--- config.mk ---
export PLATFORM = sky130hd
export DESIGN_NAME = seq_divider_flat
export DESIGN_NICKNAME = d
export VERILOG_FILES = /design/src/rtl/seq_divider_if.sv /design/src/rtl/seq_divider.sv /design/src/flat_wrapper.sv
export SDC_FILE = /design/constraint.sdc
export NUM_CORES = 1
export LEC_CHECK = 0
export ABC_AREA = 1
export ABC_CLOCK_PERIOD_IN_PS = 2200
export CELL_PAD_IN_SITES_DETAIL_PLACEMENT = 2
export CELL_PAD_IN_SITES_GLOBAL_PLACEMENT = 2
export CORE_MARGIN = 8
export CORE_UTILIZATION = 30
export DETAILED_ROUTE_END_ITERATION = 7
export HOLD_SLACK_MARGIN = 0.03
export PLACE_DENSITY_LB_ADDON = 0.1
export SYNTH_ARGS = -nofsm -noshare
export SYNTH_HDL_FRONTEND = slang
export SYNTH_SLANG_ARGS = --single-unit
--- constraint.sdc ---
create_clock -name CLK -period 2.2 [get_ports CLK]
set_input_delay 0.44 -clock CLK [delete_from_list [all_inputs] [get_ports CLK]]
set_output_delay 0.44 -clock CLK [all_outputs]
set_load 0.05 [all_outputs]
--- src/rtl/seq_divider_if.sv ---
// Operand/result bundle for seq_divider: the requester drives START/DATA1/DATA2
// as master, and the divider returns results and status as slave.
interface seq_divider_if #(
  parameter int WIDTH = 8
);
  logic             START;
  logic [WIDTH-1:0] DATA1;
  logic [WIDTH-1:0] DATA2;
  logic [WIDTH-1:0] QUOTIENT;
  logic [WIDTH-1:0] REMAINDER;
  logic             BUSY;
  logic             DONE;
  logic             DIV_ZERO;

  modport master (
    output START, DATA1, DATA2,
    input  QUOTIENT, REMAINDER, BUSY, DONE, DIV_ZERO
  );

  modport slave (
    input  START, DATA1, DATA2,
    output QUOTIENT, REMAINDER, BUSY, DONE, DIV_ZERO
  );
endinterface

--- src/rtl/seq_divider.sv ---
// Iterative restoring divider, one quotient bit per clock; START sampled in IDLE, results + DONE 9 edges later.
// Busy operations ignore START (no queueing). Define SEQ_DIVIDER_SIGNED_EN for two's-complement operands.
module seq_divider #(
  parameter int WIDTH = 8,
  parameter int CNT_W = 3
) (
  input logic         CLK,
  input logic         RESET,
  seq_divider_if.slave bus
);

  typedef enum logic [1:0] {IDLE, CALC, FIX} state_t;

  state_t           state, state_nx;
  logic [WIDTH-1:0] acc, acc_nx;
  logic [WIDTH-1:0] q, q_nx;
  logic [WIDTH-1:0] dvs, dvs_nx;
  logic [WIDTH-1:0] raw, raw_nx;
  logic [CNT_W-1:0] cnt, cnt_nx;
  logic             dz, dz_nx;
  logic             q_neg, q_neg_nx;
  logic             r_neg, r_neg_nx;
  logic [WIDTH-1:0] quo, quo_nx;
  logic [WIDTH-1:0] rem, rem_nx;
  logic             dz_out, dz_out_nx;
  logic             busy, busy_nx;
  logic             done, done_nx;

  logic [WIDTH-1:0] mag_a, mag_b;
  logic [WIDTH:0]   acc_sh, trial;

  always_ff @(posedge CLK) begin
    if (RESET) begin
      state  <= IDLE;
      acc    <= '0;
      q      <= '0;
      dvs    <= '0;
      raw    <= '0;
      cnt    <= '0;
      dz     <= 1'b0;
      q_neg  <= 1'b0;
      r_neg  <= 1'b0;
      quo    <= '0;
      rem    <= '0;
      dz_out <= 1'b0;
      busy   <= 1'b0;
      done   <= 1'b0;
    end else begin
      state  <= state_nx;
      acc    <= acc_nx;
      q      <= q_nx;
      dvs    <= dvs_nx;
      raw    <= raw_nx;
      cnt    <= cnt_nx;
      dz     <= dz_nx;
      q_neg  <= q_neg_nx;
      r_neg  <= r_neg_nx;
      quo    <= quo_nx;
      rem    <= rem_nx;
      dz_out <= dz_out_nx;
      busy   <= busy_nx;
      done   <= done_nx;
    end
  end

  always_comb begin
    state_nx  = state;
    acc_nx    = acc;
    q_nx      = q;
    dvs_nx    = dvs;
    raw_nx    = raw;
    cnt_nx    = cnt;
    dz_nx     = dz;
    q_neg_nx  = q_neg;
    r_neg_nx  = r_neg;
    quo_nx    = quo;
    rem_nx    = rem;
    dz_out_nx = dz_out;
    busy_nx   = busy;
    done_nx   = 1'b0;
    mag_a     = bus.DATA1;
    mag_b     = bus.DATA2;
    acc_sh    = {acc, q[WIDTH-1]};
    // acc < dvs always holds, so the 9-bit difference's MSB is a valid sign bit
    trial     = acc_sh - {1'b0, dvs};

    unique case (state)
      IDLE: begin
        if (bus.START) begin
`ifdef SEQ_DIVIDER_SIGNED_EN
          // -128 maps to 8'h80, which is also its unsigned magnitude
          mag_a    = bus.DATA1[WIDTH-1] ? -bus.DATA1 : bus.DATA1;
          mag_b    = bus.DATA2[WIDTH-1] ? -bus.DATA2 : bus.DATA2;
          q_neg_nx = bus.DATA1[WIDTH-1] ^ bus.DATA2[WIDTH-1];
          r_neg_nx = bus.DATA1[WIDTH-1];
`else
          q_neg_nx = 1'b0;
          r_neg_nx = 1'b0;
`endif
          raw_nx   = bus.DATA1;
          dz_nx    = (bus.DATA2 == '0);
          acc_nx   = '0;
          q_nx     = mag_a;
          dvs_nx   = mag_b;
          cnt_nx   = CNT_W'(WIDTH - 1);
          busy_nx  = 1'b1;
          state_nx = CALC;
        end
      end
      CALC: begin
        if (!trial[WIDTH]) begin
          acc_nx = trial[WIDTH-1:0];
          q_nx   = {q[WIDTH-2:0], 1'b1};
        end else begin
          acc_nx = acc_sh[WIDTH-1:0];
          q_nx   = {q[WIDTH-2:0], 1'b0};
        end
        if (cnt == '0) state_nx = FIX;
        else           cnt_nx   = cnt - CNT_W'(1);
      end
      FIX: begin
        if (dz) begin
          quo_nx    = '1;
          rem_nx    = raw;
          dz_out_nx = 1'b1;
        end else begin
          quo_nx    = q_neg ? -q : q;
          rem_nx    = r_neg ? -acc : acc;
          dz_out_nx = 1'b0;
        end
        done_nx  = 1'b1;
        busy_nx  = 1'b0;
        state_nx = IDLE;
      end
      default: state_nx = IDLE;
    endcase
  end

  assign bus.QUOTIENT  = quo;
  assign bus.REMAINDER = rem;
  assign bus.DIV_ZERO  = dz_out;
  assign bus.BUSY      = busy;
  assign bus.DONE      = done;

endmodule

--- src/flat_wrapper.sv ---
// flat-port wrapper written by rule: the top's interface ports become plain ports
module seq_divider_flat 
#(
  parameter int WIDTH = 8,
  parameter int CNT_W = 3
)
  (CLK, RESET, bus_START, bus_DATA1, bus_DATA2, bus_QUOTIENT, bus_REMAINDER, bus_BUSY, bus_DONE, bus_DIV_ZERO);
  seq_divider_if #(.WIDTH(WIDTH)) bus_i ();
  input logic CLK;
  input logic RESET;
  input wire logic [$bits(bus_i.START)-1:0] bus_START;
  input wire logic [$bits(bus_i.DATA1)-1:0] bus_DATA1;
  input wire logic [$bits(bus_i.DATA2)-1:0] bus_DATA2;
  output wire logic [$bits(bus_i.QUOTIENT)-1:0] bus_QUOTIENT;
  output wire logic [$bits(bus_i.REMAINDER)-1:0] bus_REMAINDER;
  output wire logic [$bits(bus_i.BUSY)-1:0] bus_BUSY;
  output wire logic [$bits(bus_i.DONE)-1:0] bus_DONE;
  output wire logic [$bits(bus_i.DIV_ZERO)-1:0] bus_DIV_ZERO;
  assign bus_i.START = bus_START;
  assign bus_i.DATA1 = bus_DATA1;
  assign bus_i.DATA2 = bus_DATA2;
  assign bus_QUOTIENT = bus_i.QUOTIENT;
  assign bus_REMAINDER = bus_i.REMAINDER;
  assign bus_BUSY = bus_i.BUSY;
  assign bus_DONE = bus_i.DONE;
  assign bus_DIV_ZERO = bus_i.DIV_ZERO;
  seq_divider #(.WIDTH(WIDTH), .CNT_W(CNT_W)) u_core (.CLK(CLK), .RESET(RESET), .bus(bus_i));
endmodule
==> results of run 1 <==
==> kinds of logic after synthesis <==
logic type,share of synthesized area (%)
buffers and inverters,8.69
adders and majority gates,5.45
and+or+nand+nor,28.2
DFF,42.8
xor gates and xnor gates,0.986
AOI/OAI and AO/OA,13.8
==> power by group through the flow <==
stage          sequential [µW]  combinational, µW  clock (µW)
2_1_floorplan             1210                643           0
3_3_place_gp              1190                920           0
3_5_place_dp              1200                963           0
4_1_cts                   1170                980         902
5_1_grt                   1180               1110         953
6_report                  1170                970         871
==> cells in the final DEF (no fill, tap or decap), drive strengths merged, types with 11 or more instances in the layout <==
| cell | synthesis | layout |
|---|---|---|
| nand2 | 111 | 111 |
| nand3 | 21 | 21 |
| clkbuf | 9 | 11 |
| a31oi | 11 | 11 |
| clkdlybuf4s50 | 0 | 37 |
| nor2 | 27 | 27 |
| a21oi | 30 | 30 |
| o21ai | 27 | 27 |
| dfxtp | 57 | 57 |
| inv | 42 | 42 |
==> flip-flops by register name (all words and copies together), names as in the netlist <==
signal and flops:
u_core.cnt 3, u_core.state 2, u_core.bus.QUOTIENT 8, u_core.q 8, u_core.bus.REMAINDER 8, u_core.bus.DIV_ZERO 1, u_core.bus.BUSY 1, u_core.dz 1
u_core.bus.DONE 1, u_core.raw 8, u_core.dvs 8, u_core.acc 8
==> worst paths after layout <==
kind | startpoint | to | slack (ns)
min reg2reg | u_core.raw[5] | u_core.raw[5] | 0.47
max | u_core.q[7] | u_core.acc[5] | 0.23
min | u_core.raw[5] | u_core.raw[5] | 0.47
max reg2reg | u_core.q[7] | u_core.acc[5] | 0.23
==> layout make-up <==
class                   count  area [µm²]
well taps                 108         135
clock inverters             5        31.3
flip-flops and latches     57        1140
clock buffers              11         141
inverters                  42         158
fillers                  1041        5310
repair buffers             47         458
multi-input cells         256        1300
==> worst reg2reg max path, stage by stage, from the launching register on <==
cell     delay (ns)
dfxtp_1        0.33
inv_1          0.08
ha_1           0.14
inv_1          0.05
fa_1           0.41
nand2_1        0.09
nand2_1        0.11
nand3_2        0.12
nand3_1        0.14
nand2_4        0.15
nand2_1        0.08
nand3_1        0.09
a21oi_1        0.07
==> through the flow <==
stage / hold WS (ns) / utilization (%)
6_report: 0.468 / 38.8
5_1_grt: 0.482 / 38.8
2_1_floorplan: 0.435 / -
3_5_place_dp: 0.455 / 36.7
3_3_place_gp: 0.452 / 36.7
4_1_cts: 0.468 / 38.7
==> routing by layer <==
metal	vias up	GRT usage, %	part of all wire (%)
li1	1280	-	-
met1	1218	17.7	45
met2	36	27.0	51
met3	13	3.26	2.9
met4	0	5.52	1.5
met5	-	0	0
==> run metrics, run 1 <==
placed instance area=3180 µm²; Crit path required time=2.42 ns; CTS sink cnt=57; initial antenna violation count=0; static leakage=0.00145 µW; Post-Place Setup Slack=0.178 ns; crit path max fanout=8; WS Path Type=reg2reg; Detail Route Antenna Nets=0; Post-Syn Nets=402; Max Fclk=0.509 GHz; total CTS buffers=9; worst slew pin tran=0.714 ns; CP delay by family, top=simple AND/OR/NAND/NOR gates; die span in x=110 µm; Cells after Synth=372; post-cts hold buffer count=0; number of synthesized flops with an enable pin=0; share of layout cells above drive strength 1=10.3%; Core ar.=8680 µm²; total number of vias=2547; synth unique cells=26; worst-path cell chain=inv_1, ha_1, inv_1, fa_1, nand2_1, nand2_1, nand3_2, nand3_1, nand2_4, nand2_1, nand3_1, a21oi_1; Via density=4.84; Pint=1900 µW; largest net degree at the start of global routing=26; CP peak stage delay=0.41 ns; CTS tree=yes; top-count cell post-synth=nand2_1; total grt overflow=0; Power, Total=3010 µW; post-route insts no fill=526; status=complete, no violations; Synth top area share=42.8%; Area Overhead vs Synth=26.3%; Post-CTS Setup Inserts=0; Post-Layout Inst Area=3370 µm²; I/O pin count=38; DR DRC count=0; Slew Viols, Final=0; Sw Pwr=1110 µW; setup TNS=0 ns; most instantiated cells after synthesis=105 x nand2_1, 57 x dfxtp_1, 41 x inv_1, 29 x a21oi_1, 25 x o21ai_0; Clock Skews=0.0168 ns; DPL Wire Length=6.56 mm; Antenna diodes=0; DIE AREA=12200 µm²; RSZ-0062 raised after global routing=false; Synth warnings=0; fin nets=443; root buffer cell=clkbuf_8; Worst-path clk slew=0.08 ns; first-pass GRT wire length=14.1 mm; CP dominant cell by count=nand2_1; placed insts=510; prevailing post-synth register cell=dfxtp_1; peak supply drop=0.000289 V; Worst-Skew Late Latency=0.34 ns; hold path cells=2; CTS max path bufs=2; Crit path arrival time=2.18 ns; Rows=34; Hold Fails Final Rpt=0; setup ws final=0.234 ns; Worst setup EP type=register; DRT Pass-1 Iters=4; Power Dens Cells=895 nW/µm²; top post-synthesis cells by area=dfxtp_1 43%, nand2_1 15%, inv_1 5.8%, a21oi_1 5.4%, ha_1 4.7%; crit path launch type=register; Gate power share=32.2%; relative slew slack=52.4%; max cap viols=0; vias in the first global route=2867; buffers and inverters on the worst path=2; final wirelength=8.52 mm; mapped cell area=2670 µm²; asr flop ratio synth=0%; GRT Resource Usage Total=15.3%; Setup violations, final=0; R2R cell count=12; H-tree Lvls=3; critical path's slowest cell=fa_1; First DRT Iteration DRCs=55; die span in y=110 µm; Yosys top cell by area=dfxtp_1; period utilisation layout=89.4%; Final Critical Period=1.97 ns; synthesized area per cell=7.16 µm²; sequential area share after synthesis=42.8%; sequential power share=38.9%; class of the worst hold path=reg2reg; port bufs=37; Clk pwr share=28.9%; Yosys reg bits=57; Routed wire per std cell=16.2 µm; Placer Congestion=0.752; Sw Ratio=37.0%; post-CTS sizing=0; Worst path depth=12; Initial Utilization=30.7%
(Power assumes the default switching activity.)
==> run 2, diff against run 1 <==
PLACE_DENSITY = 0.79   (was default)
PLACE_DENSITY_LB_ADDON = default   (was 0.1)
==> run metrics, run 2 (synthesis results as in run 1) <==
filler instances=1049 (+0.77%); relative slew slack=51.6% (-0.80 points); post-CTS sizing=0 (unchanged); Crit path arrival time=2.23 ns (+0.05 ns); Worst-path clk slew=0.08 ns (about the same); static leakage=0.00145 µW (+0.62%); Rows=34 (unchanged); Worst setup EP type=register; CP dominant cell by count=nor2_1; Sw Ratio=35.0% (-2.0 points); DRT Pass-1 Iters=4 (unchanged); Hold Fails Final Rpt=0 (unchanged); post-cts hold buffer count=0 (unchanged); Pint=2080 µW (+9.4%); DIE AREA=12200 µm² (unchanged); WS Path Type=reg2reg; Post-CTS Setup Inserts=0 (unchanged); DPL Wire Length=6.31 mm (-3.8%); Initial Utilization=30.7% (unchanged); final wirelength=8.63 mm (+1.3%); Power Dens Cells=945 nW/µm² (+5.5%); Slew Viols, Final=0 (unchanged); root buffer cell=clkbuf_8; worst-path cell chain=inv_1, ha_1, inv_1, fa_2, nand2_1, nand2_1, nand3_2, nand2_2, nand2_2, nand2_4, nor2_2, nor2_1, nor2_1, nor2_1; critical path's slowest cell=fa_2; Setup violations, final=0 (unchanged); total CTS buffers=9 (unchanged); commonest cells after routing, fill and taps aside=105 x nand2_1, 57 x dfxtp_1, 41 x inv_1; CTS max path bufs=2 (unchanged); Detail Route Antenna Nets=0 (unchanged); largest net degree at the start of global routing=26 (unchanged); commonest non-fill, non-tap cell in the layout=nand2_1; H-tree Lvls=3 (unchanged); share of layout cells above drive strength 1=10.6% (+0.29 points); setup TNS=0 ns (unchanged); die span in x=110 µm (unchanged); GRT Resource Usage Total=15.2% (-0.097 points); class of the worst hold path=reg2reg; storage element area=1140 µm² (unchanged); initial antenna violation count=0 (unchanged); RSZ-0062 raised after global routing=false; total number of vias=2564 (+0.67%); Area Overhead vs Synth=26.9%; vias in the first global route=2911 (+1.5%); Placer Congestion=0.710 (-5.5%); CTS sink cnt=57 (unchanged); DR DRC count=0 (unchanged); Sw Pwr=1120 µW (+0.37%); Crit path required time=2.43 ns (about the same); peak supply drop=0.000389 V (+34%); I/O pin count=38 (unchanged); buffers and inverters on the worst path=2 (unchanged); Via density=4.89 (+1.1%); crit path launch type=register; crit path max fanout=8 (unchanged); first-pass GRT wire length=14.2 mm (+0.73%); area of the multi-input gates=1300 µm² (about the same); total grt overflow=0 (unchanged); status=complete, no violations; CP peak stage delay=0.36 ns (-0.05 ns); Gate power share=29.7% (-2.5 points); Routed wire per std cell=16.5 µm (+1.7%); period utilisation layout=91.0% (+1.7 points); max cap viols=0 (unchanged); sequential power share=36.7% (-2.2 points); CP delay by family, top=simple AND/OR/NAND/NOR gates; Clk pwr share=33.5% (+4.6 points); port bufs=37 (unchanged); Clock Skews=0.0127 ns (-0.00406 ns); Antenna diodes=0 (unchanged); Power, Total=3190 µW (+6.1%); Final Critical Period=2.00 ns (+0.0369 ns); die span in y=110 µm (unchanged); CTS tree=yes; fin nets=442 (-0.23%); Worst-Skew Late Latency=0.35 ns (about the same); worst slew pin tran=0.726 ns (+0.0119 ns); Core ar.=8680 µm² (unchanged); Final Util=39.0% (+0.19 points); Max Fclk=0.499 GHz (-1.8%); First DRT Iteration DRCs=35 (-36%)
run 2: final cells by class:
class	count	share of cell area, %
repair buffers	46	12.9
clock inverters	6	2.48
clock buffers	9	3.66
inverters	42	4.66
multi-input cells	256	38.5
flip-flops and latches	57	33.7
well taps	108	4.00
run 2: worst reg2reg max path, cell delays in order (launching register included):
cell and delay [ns]:
dfxtp_1 0.31, inv_1 0.10, ha_1 0.15, inv_1 0.07, fa_2 0.36, nand2_1 0.09
nand2_1 0.11, nand3_2 0.13, nand2_2 0.08, nand2_2 0.08, nand2_4 0.09, nor2_2 0.11
nor2_1 0.05, nor2_1 0.10, nor2_1 0.05
run 2: power by group through the flow:
stage | registers, µW | logic (µW) | clock network (µW)
6_report | 1170 | 950 | 1070
4_1_cts | 1170 | 963 | 1100
2_1_floorplan | 1210 | 643 | 0
5_1_grt | 1180 | 1080 | 1130
3_3_place_gp | 1190 | 888 | 0
3_5_place_dp | 1200 | 941 | 0
run 2: metal layers:
metal  global-route usage [%]  wire (µm)  share of wire [%]  up-vias
li1                         -          -                  -     1275
met1                     16.8       3710                 43     1247
met2                     27.8       4570                 53       31
met3                     2.79        229                2.7       11
met4                     6.28        126                1.5        0
met5                        0          0                  0        -
run 2: path summary, 6_finish.rpt:
kind | from | to | slack, ns | cells past startpoint
worst max-delay path | u_core.q[7] | u_core.acc[7] | 0.20 | 14
worst min-delay path | u_core.raw[1] | u_core.raw[1] | 0.47 | 2
worst max register to register | u_core.q[7] | u_core.acc[7] | 0.20 | 14
worst min register to register | u_core.raw[1] | u_core.raw[1] | 0.47 | 2
run 2: through the flow:
stage | instances | hold slack [ns] | setup slack [ns] | area (µm²)
final | 524 | 0.469 | 0.197 | 3380
after global routing | 524 | 0.489 | 0.0456 | 3380
after CTS | 524 | 0.469 | 0.0950 | 3370
after detailed placement | 509 | 0.457 | 0.177 | 3160
after global placement | 509 | 0.455 | 0.309 | 3160
after floorplan | 372 | 0.435 | 0.437 | 2670
==> run 3, diff against run 2 <==
CELL_PAD_IN_SITES_DETAIL_PLACEMENT = default   (was 2)
CELL_PAD_IN_SITES_GLOBAL_PLACEMENT = default   (was 2)
CORE_UTILIZATION = 45   (was 30)
PLACE_DENSITY = 0.69   (was 0.79)
==> run metrics, run 3 (synthesis results as in run 1) <==
commonest non-fill, non-tap cell in the layout=nand2_1; RSZ-0062 raised after global routing=false; largest net degree at the start of global routing=33 (+27%); Slew Viols, Final=0 (unchanged); setup TNS=0 ns (unchanged); Initial Utilization=45.8% (+15 points); Max Fclk=0.509 GHz (+2.0%); Rows=28 (-18%); Power Dens Cells=907 nW/µm² (-4.0%); peak supply drop=0.000465 V (+20%); Core ar.=5820 µm² (-33%); relative slew slack=65.7% (+14 points); Post-CTS Setup Inserts=0 (unchanged); DR DRC count=0 (unchanged); hold path cells=2 (unchanged); Placer Congestion=0.774 (+9.0%); fin nets=441 (-0.23%); final wirelength=6.12 mm (-29%); DPL Wire Length=4.54 mm (-28%); port bufs=37 (unchanged); die span in y=93.0 µm (-16%); die span in x=93.0 µm (-16%); total CTS buffers=9 (unchanged); static leakage=0.00144 µW (-1.0%); worst slew pin tran=0.513 ns (-0.213 ns); R2R cell count=12 (-2); Clock Skews=0.00576 ns (-0.00695 ns); CTS sink cnt=57 (unchanged); vias in the first global route=2329 (-20%); Routed wire per std cell=12.5 µm (-24%); max cap viols=0 (unchanged); Crit path required time=2.41 ns (-0.02 ns); Via density=4.91 (+0.35%); status=complete, no violations; class of the worst hold path=reg2reg; Setup violations, final=0 (unchanged); Worst-path clk slew=0.06 ns (-0.02 ns); DIE AREA=8640 µm² (-29%); Worst-Skew Late Latency=0.33 ns (-0.02 ns); WS Path Type=reg2reg; Area Overhead vs Synth=24.2%; commonest cells after routing, fill and taps aside=105 x nand2_1, 57 x dfxtp_1, 41 x inv_1; Worst setup EP type=register; Crit path arrival time=2.17 ns (-0.06 ns); CTS max path bufs=2 (unchanged); Antenna diodes=0 (unchanged); CTS tree=yes; I/O pin count=38 (unchanged); total number of vias=2406 (-6.2%); initial antenna violation count=0 (unchanged); crit path max fanout=8 (unchanged); post-CTS sizing=0 (unchanged); H-tree Lvls=3 (unchanged); Hold Fails Final Rpt=0 (unchanged); filler instances=563 (-46%); Final Critical Period=1.96 ns (-0.0384 ns); First DRT Iteration DRCs=147 (+320%); DRT Pass-1 Iters=4 (unchanged); root buffer cell=clkbuf_8; share of layout cells above drive strength 1=9.64% (-0.94 points); Post-Layout Inst Area=3310 µm² (-2.1%); crit path launch type=register; first-pass GRT wire length=10.4 mm (-27%); post-cts hold buffer count=0 (unchanged); placed instance area=3120 µm² (-1.5%); period utilisation layout=89.3% (-1.7 points); GRT Resource Usage Total=15.2% (-0.032 points); total grt overflow=0 (unchanged); Detail Route Antenna Nets=0 (unchanged)
==> run 3: cell count changes in the layout (fill, tap and decap cells not counted), sizes merged <==
cell,before,now
buf,9,8
bufinv,2,1
clkbuf,9,10
clkinv,4,3
clkinvlp,0,1
==> run 3: power by group <==
part | total (µW) | leakage [µW] | switching [µW] | internal, µW
sequential | 1170 | 0.000466 | 51.2 | 1110
clock | 962 | 0.0000981 | 417 | 545
combinational | 874 | 0.000876 | 547 | 326
total | 3000 | 0.00144 | 1020 | 1990
==> run 3: routing by layer <==
metal / share of wire, % / global-route usage [%] / vias to the layer above
met5: 0 / 0 / -
met2: 46 / 23.8 / 43
li1: - / - / 1278
met3: 5.4 / 5.10 / 9
met4: 1.4 / 6.85 / 0
met1: 47 / 18.3 / 1076
==> run 3: through the flow <==
stage | utilization [%] | hold WS (ns) | std cells | total power (µW) | setup slack [ns]
2_1_floorplan | - | 0.435 | 372 | 1850 | 0.437
3_3_place_gp | 53.6 | 0.446 | 475 | 2050 | 0.273
3_5_place_dp | 53.6 | 0.453 | 475 | 2060 | 0.251
4_1_cts | 56.9 | 0.463 | 490 | 3030 | 0.227
5_1_grt | 56.9 | 0.478 | 490 | 3210 | 0.0374
6_report | 56.9 | 0.459 | 490 | 3000 | 0.235
==> run 3: cell type report <==
class	instances	area [µm²]	area share [%]
Clock buffer	10	138	4.16
Clock inverter	5	56.3	1.70
Tap cell	75	93.8	2.84
Sequential cell	57	1140	34.5
Inverter	42	158	4.76
Multi-Input combinational cell	256	1290	39.1
Timing Repair Buffer	45	430	13.0
==> run 3: final timing paths <==
path / slack, ns / from / endpoint
setup reg to reg: 0.24 / u_core.q[7] / u_core.acc[2]
setup / recovery: 0.24 / u_core.q[7] / u_core.acc[2]
hold reg to reg: 0.46 / u_core.raw[0] / u_core.raw[0]
hold / removal: 0.46 / u_core.raw[0] / u_core.raw[0]
==> run 3: critical path, cell delays in order (launching register included) <==
cell and delay (ns):
dfxtp_1 0.31, inv_1 0.10, ha_1 0.15, inv_1 0.06, fa_1 0.41, nand2_1 0.09
nand2_1 0.10, nand3_2 0.12, nand3_1 0.12, nand2_2 0.18, nand2_1 0.08, nand3_1 0.07
a21oi_1 0.06
